--- src/rtl/dcache_pkg.sv ---
// Shared types and address-field helpers for the direct-mapped write-through data cache.
package dcache_pkg;

   typedef enum logic [2:0] {
      IDLE,
      LOOKUP,
      REFILL,
      RESPOND,
      WRITE_MEM
   } state_t;

   localparam logic [2:0] SZ_BYTE = 3'b001;
   localparam logic [2:0] SZ_HALF = 3'b011;
   localparam logic [2:0] SZ_WORD = 3'b111;

   function automatic int word_bits(input int words_per_line);
      return $clog2(words_per_line);
   endfunction

   function automatic int index_bits(input int lines);
      return $clog2(lines);
   endfunction

   // Word address is 30 bits wide; whatever the index and word fields leave is tag.
   function automatic int tag_bits(input int lines, input int words_per_line);
      return 30 - $clog2(lines) - $clog2(words_per_line);
   endfunction

endpackage

--- src/rtl/dcache_lane_fmt.sv ---
// Little-endian lane handling: load extract/extend, store replicate and byte enables.
module dcache_lane_fmt
   import dcache_pkg::*;
(
   input  logic [3:0]  sign_mask,
   input  logic [1:0]  offset,
   input  logic [31:0] rword,
   input  logic [31:0] wdata,
   output logic [31:0] load_val,
   output logic [31:0] store_word,
   output logic [3:0]  be
);

   logic [2:0]  size_sel;
   logic [7:0]  byte_sel;
   logic [15:0] half_sel;

   // Unknown size encodings fall back to a full-word access.
   always_comb begin
      size_sel = SZ_WORD;
      if (sign_mask[2:0] == SZ_BYTE || sign_mask[2:0] == SZ_HALF)
         size_sel = sign_mask[2:0];
   end

   assign byte_sel = rword[{offset, 3'b000} +: 8];
   assign half_sel = offset[1] ? rword[31:16] : rword[15:0];

   always_comb begin
      load_val   = rword;
      store_word = wdata;
      be         = 4'b1111;
      case (size_sel)
         SZ_BYTE: begin
            load_val   = sign_mask[3] ? {{24{byte_sel[7]}}, byte_sel} : {24'd0, byte_sel};
            store_word = {4{wdata[7:0]}};
            be         = 4'b0001 << offset;
         end
         SZ_HALF: begin
            load_val   = sign_mask[3] ? {{16{half_sel[15]}}, half_sel} : {16'd0, half_sel};
            store_word = {2{wdata[15:0]}};
            be         = offset[1] ? 4'b1100 : 4'b0011;
         end
         default: ;
      endcase
   end

endmodule

--- src/rtl/dcache_dm.sv ---
// Direct-mapped, write-through, no-write-allocate data cache with an uncached LED register.
module dcache_dm
   import dcache_pkg::*;
#(
   parameter int          LINES          = 16,
   parameter int          WORDS_PER_LINE = 4,
   parameter logic [31:0] DATA_BASE      = 32'h1000,
   parameter logic [31:0] LED_ADDR       = 32'h2000
) (
   input  logic        clk,
   input  logic        rst_n,
   input  logic [31:0] addr,
   input  logic [31:0] write_data,
   input  logic        memwrite,
   input  logic        memread,
   input  logic [3:0]  sign_mask,
   output logic [31:0] read_data,
   output logic        clk_stall,
   output logic        mem_req,
   output logic        mem_we,
   output logic [31:0] mem_addr,
   output logic [31:0] mem_wdata,
   output logic [3:0]  mem_be,
   input  logic [31:0] mem_rdata,
   input  logic        mem_ack,
   output logic [7:0]  led
);

   localparam int WB = word_bits(WORDS_PER_LINE);
   localparam int IB = index_bits(LINES);
   localparam int TW = tag_bits(LINES, WORDS_PER_LINE);
   localparam int FW = IB + WB;
   localparam int CW = WB + 1;

   state_t state, state_nx;

   logic [31:0] req_addr, req_off, req_wdata;
   logic [3:0]  req_mask;
   logic        req_wr;

   logic [31:0]      data_mem [LINES*WORDS_PER_LINE];
   logic [TW-1:0]    tag_mem  [LINES];
   logic [LINES-1:0] valid;
   logic [CW-1:0]    cnt, cnt_nx;
   logic [31:0]      led_reg, led_nx;

   logic [FW-1:0] req_flat, fill_flat;
   logic [IB-1:0] req_idx;
   logic [TW-1:0] req_tag;
   logic          hit, is_led, ack_ok, last_word;
   logic [31:0]   cur_word, load_val, store_word, be_mask, merged, line_waddr;
   logic [3:0]    be;

   logic        stall_nx, req_nx, we_nx;
   logic [31:0] addr_nx, wdata_nx, rdata_nx;
   logic [3:0]  be_nx;
   logic        fill_we, hit_we, line_done;

   assign req_flat   = req_off[2 +: FW];
   assign req_idx    = req_off[2+WB +: IB];
   assign req_tag    = req_off[2+FW +: TW];
   assign hit        = valid[req_idx] && (tag_mem[req_idx] == req_tag);
   assign is_led     = (req_addr == LED_ADDR);
   assign ack_ok     = mem_req & mem_ack;
   assign last_word  = (cnt == CW'(WORDS_PER_LINE - 1));
   assign line_waddr = {2'b00, req_off[31:2]} & ~32'(WORDS_PER_LINE - 1);
   assign fill_flat  = (req_flat & ~FW'(WORDS_PER_LINE - 1)) | FW'(cnt);
   assign cur_word   = data_mem[req_flat];
   assign be_mask    = {{8{be[3]}}, {8{be[2]}}, {8{be[1]}}, {8{be[0]}}};
   assign merged     = (cur_word & ~be_mask) | (store_word & be_mask);
   assign led        = led_reg[7:0];

   dcache_lane_fmt u_lane_fmt (
      .sign_mask  (req_mask),
      .offset     (req_off[1:0]),
      .rword      (cur_word),
      .wdata      (req_wdata),
      .load_val   (load_val),
      .store_word (store_word),
      .be         (be)
   );

   always_ff @(posedge clk or negedge rst_n) begin
      if (!rst_n) state <= IDLE;
      else        state <= state_nx;
   end

   always_comb begin
      state_nx = state;
      case (state)
         IDLE:      if (memwrite | memread) state_nx = LOOKUP;
         LOOKUP: begin
            if (is_led)      state_nx = IDLE;
            else if (req_wr) state_nx = WRITE_MEM;
            else if (hit)    state_nx = IDLE;
            else             state_nx = REFILL;
         end
         REFILL:    if (ack_ok && last_word) state_nx = RESPOND;
         RESPOND:   state_nx = IDLE;
         WRITE_MEM: if (ack_ok) state_nx = IDLE;
         default:   state_nx = IDLE;
      endcase
   end

   // Next values of the registered outputs plus array write strobes.
   always_comb begin
      stall_nx  = clk_stall;
      req_nx    = mem_req;
      we_nx     = mem_we;
      addr_nx   = mem_addr;
      wdata_nx  = mem_wdata;
      be_nx     = mem_be;
      rdata_nx  = read_data;
      led_nx    = led_reg;
      cnt_nx    = cnt;
      fill_we   = 1'b0;
      hit_we    = 1'b0;
      line_done = 1'b0;
      case (state)
         IDLE: if (memwrite | memread) stall_nx = 1'b1;
         LOOKUP: begin
            if (is_led) begin
               stall_nx = 1'b0;
               if (req_wr) led_nx   = req_wdata;
               else        rdata_nx = led_reg;
            end else if (req_wr) begin
               hit_we   = hit;
               req_nx   = 1'b1;
               we_nx    = 1'b1;
               addr_nx  = {2'b00, req_off[31:2]};
               wdata_nx = store_word;
               be_nx    = be;
            end else if (hit) begin
               rdata_nx = load_val;
               stall_nx = 1'b0;
            end else begin
               cnt_nx  = '0;
               req_nx  = 1'b1;
               we_nx   = 1'b0;
               addr_nx = line_waddr;
            end
         end
         REFILL: begin
            if (ack_ok) begin
               fill_we   = 1'b1;
               cnt_nx    = cnt + CW'(1);
               req_nx    = 1'b0;
               line_done = last_word;
            end else if (!mem_req) begin
               req_nx  = 1'b1;
               addr_nx = line_waddr | 32'(cnt);
            end
         end
         RESPOND: begin
            rdata_nx = load_val;
            stall_nx = 1'b0;
         end
         WRITE_MEM: begin
            if (ack_ok) begin
               req_nx   = 1'b0;
               we_nx    = 1'b0;
               stall_nx = 1'b0;
            end
         end
         default: ;
      endcase
   end

   always_ff @(posedge clk or negedge rst_n) begin
      if (!rst_n) begin
         clk_stall <= 1'b0;
         mem_req   <= 1'b0;
         mem_we    <= 1'b0;
         read_data <= '0;
         led_reg   <= '0;
         valid     <= '0;
         cnt       <= '0;
      end else begin
         clk_stall <= stall_nx;
         mem_req   <= req_nx;
         mem_we    <= we_nx;
         read_data <= rdata_nx;
         led_reg   <= led_nx;
         cnt       <= cnt_nx;
         if (line_done) valid[req_idx] <= 1'b1;
      end
   end

   // Request capture, memory-side fields and line storage carry no reset.
   always_ff @(posedge clk) begin
      if (state == IDLE) begin
         req_addr  <= addr;
         req_off   <= addr - DATA_BASE;
         req_wdata <= write_data;
         req_mask  <= sign_mask;
         req_wr    <= memwrite;
      end
      mem_addr  <= addr_nx;
      mem_wdata <= wdata_nx;
      mem_be    <= be_nx;
      if (fill_we)   data_mem[fill_flat] <= mem_rdata;
      if (hit_we)    data_mem[req_flat]  <= merged;
      if (line_done) tag_mem[req_idx]    <= req_tag;
   end

endmodule

--- config.mk ---
export PLATFORM = sky130hd
export DESIGN_NAME = dcache_dm
export DESIGN_NICKNAME = d
export VERILOG_FILES = /design/src/rtl/dcache_pkg.sv /design/src/rtl/dcache_lane_fmt.sv /design/src/rtl/dcache_dm.sv
export SDC_FILE = /design/constraint.sdc
export NUM_CORES = 2
export LEC_CHECK = 0
export CAP_MARGIN = 5
export CORE_MARGIN = 3
export CORE_UTILIZATION = 55
export CTS_CLUSTER_DIAMETER = 150
export DETAILED_ROUTE_END_ITERATION = 6
export PLACE_DENSITY = 0.82
export SLEW_MARGIN = 20
export SYNTH_ARGS = -nofsm -noshare
export SYNTH_HDL_FRONTEND = slang
export SYNTH_SLANG_ARGS = --single-unit
export TNS_END_PERCENT = 30
--- constraint.sdc ---
create_clock -name clk -period 18.7 [get_ports clk]
set_input_delay 1.87 -clock clk [delete_from_list [all_inputs] [get_ports clk]]
set_output_delay 1.87 -clock clk [all_outputs]
set_load 0.01 [all_outputs]
==> impl_results.rst <==
.. list-table::
   :header-rows: 1

   * - Metric
     - Value
   * - Outcome
     - finished, violations left
   * - Violated checks
     - design-rule violations
   * - Setup repair after global routing missed its margin
     - false
   * - Post-cts sizing count
     - 0
   * - Total via count after detailed routing
     - approximately 57000
   * - Global-route wire length before repair
     - approximately 440000 um
   * - First-iteration detailed-routing DRC count
     - 10800
   * - Largest area contributor in the synthesized netlist
     - sky130_fd_sc_hd__edfxtp_1
   * - TritonCTS buffer count
     - about 240
   * - Core Util, Final
     - 0.631
   * - Area overhead of the layout relative to synthesis
     - 13.3%
   * - Overall track demand over capacity in global routing
     - 0.319
   * - Required @ worst endpoint
     - about 19 ns
   * - Flip-flop count of the largest register, all copies and words added
     - 2048
   * - Synth Register Bits
     - 2682
   * - Initial Utilization
     - 0.557
   * - Final count of pins violating max slew
     - 0
   * - Number of iterations in the first detailed-routing pass
     - 7
   * - Setup Skew
     - just over 0.08 ns
   * - Clock tree from TritonCTS
     - yes
   * - Crit path buf inv count
     - 5
   * - Critical path class
     - reg2reg
   * - Leakage power summed over all cells
     - between 30 and 40 nW
   * - Dominant cell type by count on the critical path
     - sky130_fd_sc_hd__buf_4
   * - CTS root buf
     - sky130_fd_sc_hd__clkbuf_16
   * - Number of standard cells in the layout, taps in and fillers out
     - 7940
   * - P per Cell Area
     - between 150 and 200 nW/um^2
   * - Area of the die
     - 197000 sq um
   * - Fin. Hold Viols
     - 0
   * - Clock transition time at the flip-flop clock pins of the worst setup and hold paths
     - 0.07 ns
   * - Vias per Instance
     - 7.20
   * - Critical Path Start Type
     - flop
   * - Number of synthesis warnings
     - 0
   * - Cell area after synthesis
     - between 100000 and 150000 sq um
   * - Filler instances
     - around 11000
   * - Category of the worst setup path capture point
     - flop
   * - Remaining design rule violation count
     - between 90 and 100
   * - Vert. Die Dim
     - 444 um
   * - Crit path DAT
     - approximately 7.6 ns
   * - DR WL/cell
     - between 30 and 40 um
   * - Gate count of the mapped netlist
     - just under 5000
   * - Worst slew margin relative to its limit
     - 0.147
   * - Boundary pin count
     - about 220
   * - Sum of overflow across all layers after global routing
     - 0
   * - Post-layout net count
     - 5338
   * - Placed instance count
     - 7477
   * - Register area share after synthesis
     - 0.760
   * - Most flops, register
     - data_mem
   * - Post-Route WL
     - ~310000 um
   * - Actual transition at the worst max-transition pin
     - ~1.2 ns
   * - Cell variety after synth
     - 92
   * - Std-Cell Rows
     - 159
   * - Horiz. Die Dim
     - roughly 440 um
   * - Timing-limited maximum frequency
     - ~0.14 GHz
   * - Count of flip-flops with a built-in enable after synthesis
     - roughly 2600
   * - Mean instance size in the synthesized netlist
     - around 22 sq um
   * - Leading cell types by total area after synthesis
     - sky130_fd_sc_hd__edfxtp_1 74%, sky130_fd_sc_hd__mux4_2 14%, sky130_fd_sc_hd__dfrtp_1 2.1%
   * - Worst path cell trace
     - buf_4 -> inv_2 -> buf_4 -> a221o_1 -> nor2b_1 -> a2bb2oi_1 -> o22ai_1 -> nor4_1 -> and4_4 -> buf_4 -> nor2_1 -> a21oi_4 -> buf_4
   * - Crit path largest cell delay
     - ~0.75 ns
   * - CTS sink count
     - around 2700
   * - Initial antenna violation count
     - 21
   * - Family of cells with the greatest summed delay on the critical path
     - buffers and inverters
   * - Count of H-tree levels built during CTS
     - 4
   * - Maximum number of pins on one net before global-route repair
     - 121
   * - Fraction of synthesized cell area taken by the top area cell type
     - 0.738
   * - Regs by FF count
     - data_mem x2048, tag_mem x384
   * - Hold crit path type
     - reg2reg
   * - Post-synthesis async set-or-reset flop share
     - 0.0332
   * - Placer's final routability congestion estimate
     - roughly 0.94
   * - Count of buffers inserted at the top-level ports
     - around 210
   * - Vias in the first global route
     - around 57000
   * - Cell type of the slowest stage on the worst timing path
     - sky130_fd_sc_hd__buf_4
   * - Total core area
     - around 190000 sq um
   * - Clock Latency Late Sink
     - around 0.90 ns
   * - Min cycle time layout
     - 7.10 ns
   * - Number of routed nets with antenna violations
     - 0
   * - Endpoints failing setup
     - 0
   * - VDD IR-drop max
     - 0.149 mV
   * - Top FF cell, synth
     - sky130_fd_sc_hd__edfxtp_1
   * - Placed wire-length estimate
     - 164000 um
   * - Maximum fanout along the worst path
     - 57
   * - # Post-CTS Setup Buffers
     - 0
   * - Sum Neg Setup Slack
     - 0 ns
   * - Share of layout cells above drive strength 1
     - 0.274
   * - Max-cap violations
     - 0
   * - Post-cts hold buffer count
     - 0
   * - Final worst path period share
     - 0.380
   * - Buffer levels on the longest clock path
     - 3
power by group:
part	switching, mW	internal (mW)
sequential	0.295	6.92
combinational	3.59	2.24
clock	2.31	2.73
total	6.20	11.9
cells in the final DEF, fill, tap and decap left out, types with 13 or more instances in the layout:
| cell type | synthesis | final |
|---|---|---|
| sky130_fd_sc_hd__mux2_2 | 106 | 100 |
| sky130_fd_sc_hd__dfrtp_1 | 89 | 89 |
| sky130_fd_sc_hd__o21ai_0 | 69 | 69 |
| sky130_fd_sc_hd__mux2_4 | 10 | 16 |
| sky130_fd_sc_hd__a31oi_1 | 13 | 13 |
| sky130_fd_sc_hd__o22ai_1 | 29 | 29 |
| sky130_fd_sc_hd__nor3_1 | 25 | 16 |
| sky130_fd_sc_hd__clkinvlp_4 | 0 | 17 |
| sky130_fd_sc_hd__nor4_1 | 22 | 16 |
| sky130_fd_sc_hd__bufinv_16 | 0 | 26 |
| sky130_fd_sc_hd__xnor2_1 | 35 | 35 |
| sky130_fd_sc_hd__buf_4 | 44 | 173 |
| sky130_fd_sc_hd__a21oi_1 | 52 | 35 |
| sky130_fd_sc_hd__a22o_1 | 13 | 13 |
| sky130_fd_sc_hd__nor2_2 | 1 | 18 |
| sky130_fd_sc_hd__nand2_1 | 191 | 190 |
| sky130_fd_sc_hd__clkinv_1 | 2 | 53 |
| sky130_fd_sc_hd__nor2b_1 | 23 | 22 |
| sky130_fd_sc_hd__clkbuf_1 | 70 | 34 |
| sky130_fd_sc_hd__clkinv_2 | 0 | 44 |
| sky130_fd_sc_hd__edfxtp_1 | 2587 | 2587 |
| sky130_fd_sc_hd__a221oi_1 | 20 | 20 |
| sky130_fd_sc_hd__a22oi_1 | 30 | 29 |
| sky130_fd_sc_hd__or2_2 | 25 | 25 |
| sky130_fd_sc_hd__a21oi_4 | 1 | 18 |
| sky130_fd_sc_hd__mux2i_1 | 173 | 172 |
| sky130_fd_sc_hd__inv_1 | 34 | 32 |
| sky130_fd_sc_hd__nor2_1 | 112 | 93 |
| sky130_fd_sc_hd__clkbuf_16 | 0 | 240 |
| sky130_fd_sc_hd__mux4_2 | 661 | 661 |
| sky130_fd_sc_hd__xor2_1 | 15 | 15 |
| sky130_fd_sc_hd__nand2b_1 | 18 | 18 |
| sky130_fd_sc_hd__nand3_1 | 29 | 29 |
| sky130_fd_sc_hd__clkdlybuf4s50_1 | 0 | 212 |
| sky130_fd_sc_hd__o2111a_2 | 0 | 14 |
cell type report:
type	count	area, sq um	area share
sequential	2682	80100	0.671
inverter	37	146	0.00123
timing repair buffer	400	3720	0.0312
tap	2495	3120	0.0262
multi-input combinational	1873	24300	0.204
clock buffer	274	6130	0.0514
clock inverter	167	1720	0.0145
antenna	12	30.0	0.000252
per-layer routing:
metal	vias up	part of all wire	GRT usage
met5	-	0.00021	0
met4	10	0.074	0.190
met3	1321	0.14	0.102
met2	5847	0.48	0.503
met1	29000	0.30	0.389
li1	21100	-	-
synth_stat cells (44+ instances only):
cell type,number
sky130_fd_sc_hd__a21oi_1,52
sky130_fd_sc_hd__buf_2,106
sky130_fd_sc_hd__buf_4,44
sky130_fd_sc_hd__clkbuf_1,70
sky130_fd_sc_hd__dfrtp_1,89
sky130_fd_sc_hd__edfxtp_1,2587
sky130_fd_sc_hd__mux2_2,106
sky130_fd_sc_hd__mux2i_1,173
sky130_fd_sc_hd__mux4_2,661
sky130_fd_sc_hd__nand2_1,191
sky130_fd_sc_hd__nor2_1,112
sky130_fd_sc_hd__o21ai_0,69
path summary, 6_finish.rpt:
| check | start | to | slack [ns] | depth (start not counted) |
|---|---|---|---|---|
| min | valid[13]$_DFFE_PN0P_ | valid[13]$_DFFE_PN0P_ | 0.47 | 1 |
| max reg2reg | flop | data_mem[35][19]$_DFFE_PP_ | 11.60 | 13 |
| max | flop | data_mem[35][19]$_DFFE_PP_ | 11.60 | 13 |
| max in group asynchronous | rst_n | cnt[2]$_DFFE_PN0P_ | 16.56 | 2 |
| min reg2reg | valid[13]$_DFFE_PN0P_ | valid[13]$_DFFE_PN0P_ | 0.47 | 1 |
| min in group asynchronous | rst_n | led_reg[3]$_DFFE_PN0P_ | 0.90 | 1 |
kinds of logic after synthesis:
logic type                 synth area share
other                             0.0000356
DFF                                   0.760
muxes                                 0.171
buffers and inverters                0.0157
adders and majority gates          0.000357
AOI/OAI and AO/OA                    0.0243
and+or+nand+nor                      0.0247
xor gates and xnor gates            0.00416
stage by stage:
step	instance area [sq um]	setup WS (ns)	hold WS (ns)	power (mW)
2_1_floorplan	105000	10.27	0.424	10.7
3_3_place_gp	111000	12.38	0.445	12.6
3_5_place_dp	111000	12.11	0.451	12.7
4_1_cts	119000	11.97	0.467	17.8
5_1_grt	119000	11.49	0.478	18.4
6_report	119000	11.60	0.466	18.1
(Power assumes the default switching activity.)
